**src/rtl/reel_stop_sequencer.sv**
```systemverilog
// Reel-stop sequencer: releases NUM_REELS reels in index order on a tick-based
// schedule (reel i stops after FIRST_DELAY + i*STAGGER ticks). A start restarts
// the spin. done pulses on the edge where the last reel stops.
// Optional macro REEL_EARLY_STOP_EN adds a stop_btn input. Each stop_btn pulse
// stops the lowest-index reel that is still spinning, without waiting for a tick.
module reel_stop_sequencer #(
  parameter int unsigned NUM_REELS   = 4,
  parameter int unsigned FIRST_DELAY = 2,
  parameter int unsigned STAGGER     = 1,
  parameter int unsigned CNT_W       = 8
) (
  input  logic                 clk,
  input  logic                 rst,
  input  logic                 tick,
  input  logic                 start,
`ifdef REEL_EARLY_STOP_EN
  input  logic                 stop_btn,
`endif
  output logic [NUM_REELS-1:0] stop,
  output logic                 busy,
  output logic                 done
);

  typedef enum logic [0:0] {StIdle, StSpin} state_e;

  state_e                 state_q, state_d;
  logic [CNT_W-1:0]       cnt_q, cnt_d, cnt_inc;
  logic [NUM_REELS-1:0]   stop_q, stop_d;
  logic                   busy_q, busy_d;
  logic                   done_q, done_d;
  logic [NUM_REELS-1:0]   early_mask;

  // Lowest still-spinning reel, selected by an early-stop press.
  always_comb begin
    early_mask = '0;
`ifdef REEL_EARLY_STOP_EN
    if (stop_btn) early_mask = ~stop_q & (stop_q + 1'b1);
`endif
  end

  // Next-state and output computation; start has priority over tick and completion.
  always_comb begin
    state_d = state_q;
    cnt_d   = cnt_q;
    stop_d  = stop_q;
    busy_d  = busy_q;
    done_d  = 1'b0;
    cnt_inc = (&cnt_q) ? cnt_q : cnt_q + 1'b1;
    unique case (state_q)
      StIdle: begin
        if (start) begin
          stop_d  = '0;
          cnt_d   = '0;
          busy_d  = 1'b1;
          state_d = StSpin;
        end
      end
      StSpin: begin
        if (start) begin
          stop_d = '0;
          cnt_d  = '0;
          busy_d = 1'b1;
        end else begin
          if (tick) begin
            cnt_d = cnt_inc;
            for (int i = 0; i < int'(NUM_REELS); i++) begin
              if (cnt_inc >= CNT_W'(FIRST_DELAY + i * STAGGER)) stop_d[i] = 1'b1;
            end
          end
          // Merging with OR means a reel hit by both tick and button stops once.
          stop_d = stop_d | early_mask;
          if (&stop_d) begin
            done_d  = 1'b1;
            busy_d  = 1'b0;
            state_d = StIdle;
          end
        end
      end
      default: state_d = StIdle;
    endcase
  end

  // State and registered outputs with synchronous reset.
  always_ff @(posedge clk) begin
    if (rst) begin
      state_q <= StIdle;
      cnt_q   <= '0;
      stop_q  <= '1;
      busy_q  <= 1'b0;
      done_q  <= 1'b0;
    end else begin
      state_q <= state_d;
      cnt_q   <= cnt_d;
      stop_q  <= stop_d;
      busy_q  <= busy_d;
      done_q  <= done_d;
    end
  end

  assign stop = stop_q;
  assign busy = busy_q;
  assign done = done_q;

endmodule

```
**config.mk**
```make
export PLATFORM = sky130hd
export DESIGN_NAME = reel_stop_sequencer
export DESIGN_NICKNAME = d
export VERILOG_FILES = /design/src/rtl/reel_stop_sequencer.sv
export SDC_FILE = /design/constraint.sdc
export NUM_CORES = 1
export LEC_CHECK = 0
export ABC_AREA = 1
export CORE_MARGIN = 4
export CORE_UTILIZATION = 55
export DETAILED_ROUTE_END_ITERATION = 12
export GPL_TIMING_DRIVEN = 0
export PLACE_DENSITY = 0.88
export SYNTH_ARGS = -nofsm -noshare
export SYNTH_HDL_FRONTEND = slang
export SYNTH_SLANG_ARGS = --single-unit
```
**constraint.sdc**
```tcl
create_clock -name clk -period 2.3 [get_ports clk]
set_input_delay 0.69 -clock clk [delete_from_list [all_inputs] [get_ports clk]]
set_output_delay 0.69 -clock clk [all_outputs]
set_load 0.02 [all_outputs]
```
After elaboration in Yosys (flattened, before gate mapping)
Index checks and enable logic that the tools add are counted.
W data, S select, Z words.
{"block": "totals", "ff_bits": 15, "latch_bits": 0, "ram_bits": 0, "romBits": 0, "mem_count": 0}
{"block": "op_classes", "addsub": 1, "multipliers": 0, "div_mod_pow": 0, "order_cmp": 4, "n_eq_ne": 3, "shifts": 0, "muxes": 24, "bitwise": 1, "reduce_logical": 5}
{"op": "$mux W8", "n": 4}
{"op": "$mux W4", "n": 5}
{"op": "$ge A8 B2 Y1 const B", "n": 2}
{"op": "$ge A8 B3 Y1 const B", "n": 2}
{"op": "$pmux W8 S2", "n": 1}
{"op": "$mux W1", "n": 11}
{"op": "$add A8 B1 Y8 const B", "n": 1}
{"op": "$pmux W4 S2", "n": 1}
{"op": "$reduce_and A8 Y1", "n": 1}
{"op": "$pmux W1 S2", "n": 2}
{"op": "$reduce_and A2 Y1", "n": 2}
{"op": "$reduce_and A4 Y1", "n": 1}
{"op": "$ne A3 B2 Y1 const B", "n": 1}
{"op": "$ne A3 B3 Y1 const B", "n": 1}
{"op": "$reduce_or A3 Y1", "n": 1}
{"op": "$ne A2 B2 Y1 const B", "n": 1}
{"op": "$not A1 Y1", "n": 1}

Longest topological paths before layout
{"block": "logic_depth", "depth_word": 11, "depth_mapped": 14, "depth_no_buf": 14}

Worst setup path before layout
No wires, ideal clock.
{"block": "synth_timing", "kind": "register -> register", "startpoint": "reg cnt_q[0]", "endpoint": "reg busy_q (netlist: busy)", "arrival_ns": 1.530, "slack_ns": 0.653, "path_stages_with_launch": 15, "cell_sequence": "dfxtp_1 -> ha_1 -> nand2_2 -> nor2_4 -> nand2_4 -> nand2_1 -> nand2_1 -> nand3_1 -> nand2_1 -> nand3_1 -> nand2_1 -> nand2_2 -> nand2_2 -> nor2_1 -> nor2_1"}
{"block": "synth_via", "elab_chain_len": 10, "word_cells_on_any_way": 17, "classes_between": "add/sub (1); order compare (4); eq/ne (1); mux (8); reduce/logical (3)"}
{"item": "start: declaration", "line": "27", "text": "logic [CNT_W-1:0] cnt_q, cnt_d, cnt_inc;"}
{"item": "start signal: assignment", "line": "93", "text": "cnt_q <= cnt_d;"}
{"item": "$add A8 B1 Y8 / $reduce_and A8 Y1 (equally long branches)", "line": "48", "text": "cnt_inc = (&cnt_q) ? cnt_q : cnt_q + 1'b1;"}
{"item": "$mux W8 (*)", "line": "48"}
{"item": "$ge A8 B2 Y1 / $ge A8 B3 Y1 (equally long branches)", "line": "67", "text": "if (cnt_inc >= CNT_W'(FIRST_DELAY + i * STAGGER)) stop_d[i] = 1'b1;"}
{"item": "$mux W1", "line": "67"}
{"item": "$mux W4 (*)", "line": "64", "text": "if (tick) begin"}
{"item": "$mux W4 (*)", "line": "59", "text": "if (start) begin"}
{"item": "$mux W4 (*)", "line": "49", "text": "unique case (state_q)"}
{"item": "$reduce_and A4 Y1 (*)", "line": "72", "text": "if (&stop_d) begin"}
{"item": "$ne A3 B2 Y1 (no line) (*)"}
{"item": "$reduce_and A2 Y1 (no line) (*)"}
{"item": "end signal: assignment", "line": "95", "text": "busy_q <= busy_d;"}
{"item": "end: declaration", "line": "29", "text": "logic busy_q, busy_d;"}
Every way passes the cells marked *; elsewhere a longest branch is shown, timed or not. The select of a mux whose other input is x is not followed.
A chain may end at the register's enable or synchronous reset.

Worst setup path after layout
{"block": "layout_timing", "startpoint": "in start", "endpoint": "reg cnt_q[0]"}
{"block": "layout_via", "elab_chain_len": 2, "word_cells_on_any_way": 5, "classes_between": "eq/ne (2); mux (2); reduce/logical (1)"}
{"item": "start: declaration", "line": "15", "text": "input logic start,"}
{"item": "$mux W8 (tied with other cells)", "line": "59"}
{"item": "$pmux W8 S2 / $reduce_and A2 Y1 (equally long branches)"}
Parallel ways exist; a longest one is shown, timed or not.

==> impl_results.md <==
- Outcome: finished clean
- Post-CTS setup buffers: 0
- Post-synth cell types: 22
- Main synth FF type: dfxtp_1
- CTS root buffer: clkbuf_4
- R2R depth: 14
- Peak VDD IR: 412.9 uV
- Leakage: 0.5270 nW
- Multi-input logic area: 594.3 um2
- PortBufs: 9
- Starting Density: 57.66%
- Routed vias: 991
- Share of layout cells above drive strength 1: 16.87%
- Top cell type by total area after synthesis: dfxtp_1
- Crit. End Element: flip-flop
- CTS clk-pin slew, worst paths: 0.09 ns
- Crit Path Category: in -> reg
- Die height: 50.31 um
- CP Launch Type: input port
- Maximum clock path buffer count: 2
- Placer Congestion: 0.7898
- DR WL/cell: 10.72 um
- Die W: 50.31 um
- Post-synth top cells: 38 x nand2_1, 21 x inv_1, 15 x dfxtp_1, 14 x a21oi_1, 14 x nor2_1
- Pwr Density: 452.8 nW/um2
- Layout Skew: 0.006641 ns
- Max-cap violation count: 0
- Final Hold Violating Endpoints: 0
- Syn nets: 160
- Initial antenna violation count: 0
- Number of global-route vias before repair: 935
- Hold buffers post-CTS: 0
- Post-synth ARST share: 0%
- First drt pass iteration count: 4
- Sequential area share after synthesis: 30.50%
- WL final: 2048 um
- DP Wirelength: 1657 um
- Total die area: 2531 um2
- H-tree depth: 1
- Top cells by area, synth: dfxtp_1 30%, nand2_1 14%, nand2_2 8.3%
- Skew-Pair Late Insertion Delay: 0.29 ns
- Finished Layout Cells: 191
- I/O Pins: 10
- Post-synth design cell area: 984.7 um2
- Vias per inst: 5.188
- Final WS setup: 0.2654 ns
- Post-CTS resize count: 0
- Worst Path Arrival: 2.25 ns
- Fillers: 145
- Worst-Margin Slew: 0.6277 ns
- Clock sinks: 15
- CTS tree: yes
- Largest net degree at the start of global routing: 11
- Worst path required time: 2.52 ns
- Core area: 1708 um2
- Site Rows: 15
- First-pass GRT wire length: 3657 um
- Initial DRC count: 25
- Final Max Tran Viols: 0
- Tmin final: 2.035 ns
- Cell depth of the worst hold path: 2
- Diodes inserted: 0
- Cells after synthesis: 153
- YS warnings: 0
- Placement Setup Slack: -0.03649 ns
- Dominant cell by count in the synthesized netlist: nand2_1
- Final ANT Viol Nets: 0
- Avg Cell Area, Syn: 6.436 um2
- Final nets: 174
- #FFs+latches synth: 15
- Setup tns final: 0 ns
- Tot Pwr: 0.5127 mW
- Worst-path fanout max: 8
- Drt drc: 0
- Tot GR Track Use: 18.63%
- Grt ovf: 0
- Setup violators final: 0
- RSZ-0062 raised after global routing: false
- Final Cycle Share: 88.46%
- Hold Crit Class: reg -> reg
- Final Instance Area: 1132 um2
- Post-synth EDFFs: 0
- Yosys top cell area share: 30.50%
- Area after DPL: 1106 um2
- Peak Freq: 491.5 MHz
- Slew margin rel.: 58.15%
- Reg area: 300.3 um2
- Cells after DPL: 187
- Syn-to-layout area delta: 14.99%
- Num CTS Buffers: 3
[sequential cells by signal (all words and copies together), names as in the netlist]
name     flops
cnt_q        8
state_q      1
stop         4
busy         1
done         1
[final timing paths]
kind,from,endpoint,slack (ns)
max reg2reg,cnt_q[0],busy,0.35
min,cnt_q[6],cnt_q[6],0.51
max,start,cnt_q[0],0.27
min reg2reg,cnt_q[6],cnt_q[6],0.51
[routing by layer]
layer | vias to the layer above | track usage, % | part of all wire (%)
li1 | 508 | - | -
met1 | 455 | 20.81 | 46
met2 | 24 | 32.83 | 48
met3 | 4 | 4.451 | 5.1
met4 | 0 | 8.969 | 1.3
met5 | - | 0 | 0
[where the power goes]
group	switching (mW)	internal, mW	total [mW]
combinational	0.0515	0.0353	0.0868
clock	0.0815	0.0675	0.149
sequential	0.00671	0.270	0.277
total	0.140	0.373	0.513
[critical path, stage by stage]
cell	delay [ns]
clkdlybuf4s50_1	0.47
nor2_1	0.28
inv_1	0.10
nor2_1	0.43
nand3_1	0.14
a21oi_1	0.14
[cell families after synthesis]
logic type | count (synthesis) | synth area share [%]
xor gates and xnor gates | 1 | 0.8896
buffers and inverters | 24 | 9.149
and+or+nand+nor | 88 | 43.33
DFF | 15 | 30.50
AOI/OAI and AO/OA | 22 | 12.33
adders and majority gates | 3 | 3.812
[stage by stage]
step,hold slack (ns),util (%)
detailed placement,0.4998,64.76
finish,0.5110,66.30
CTS,0.5124,66.30
global placement,0.4852,64.76
floorplan,0.4715,-
global route,0.5430,66.30
[placed cells by master (no fill, tap or decap)]
cell / netlist / final
a21oi_1: 14 / 14
a22oi_1: 1 / 1
clkbuf_1: 1 / 2
clkbuf_4: 0 / 3
clkdlybuf4s50_1: 0 / 9
dfxtp_1: 15 / 15
ha_1: 3 / 3
inv_1: 21 / 21
inv_2: 2 / 2
nand2_1: 38 / 38
nand2_2: 13 / 13
nand2_4: 1 / 1
nand3_1: 13 / 13
nand3_2: 1 / 1
nand4_1: 1 / 1
nor2_1: 14 / 14
nor2_2: 4 / 4
nor2_4: 2 / 2
nor3_2: 1 / 1
o211ai_1: 1 / 1
o21ai_0: 4 / 4
o21ai_2: 1 / 1
o21bai_1: 1 / 1
xnor2_1: 1 / 1
[cell type report]
class / instances / share of cell area (%)
buffer: 1 / 0.3315
tap: 25 / 2.762
inverter: 23 / 7.624
timing repair buffer: 9 / 7.956
sequential: 15 / 26.52
clock buffer: 4 / 2.320
multi-input combinational: 114 / 52.49
Power figures use the tool's default switching activity.
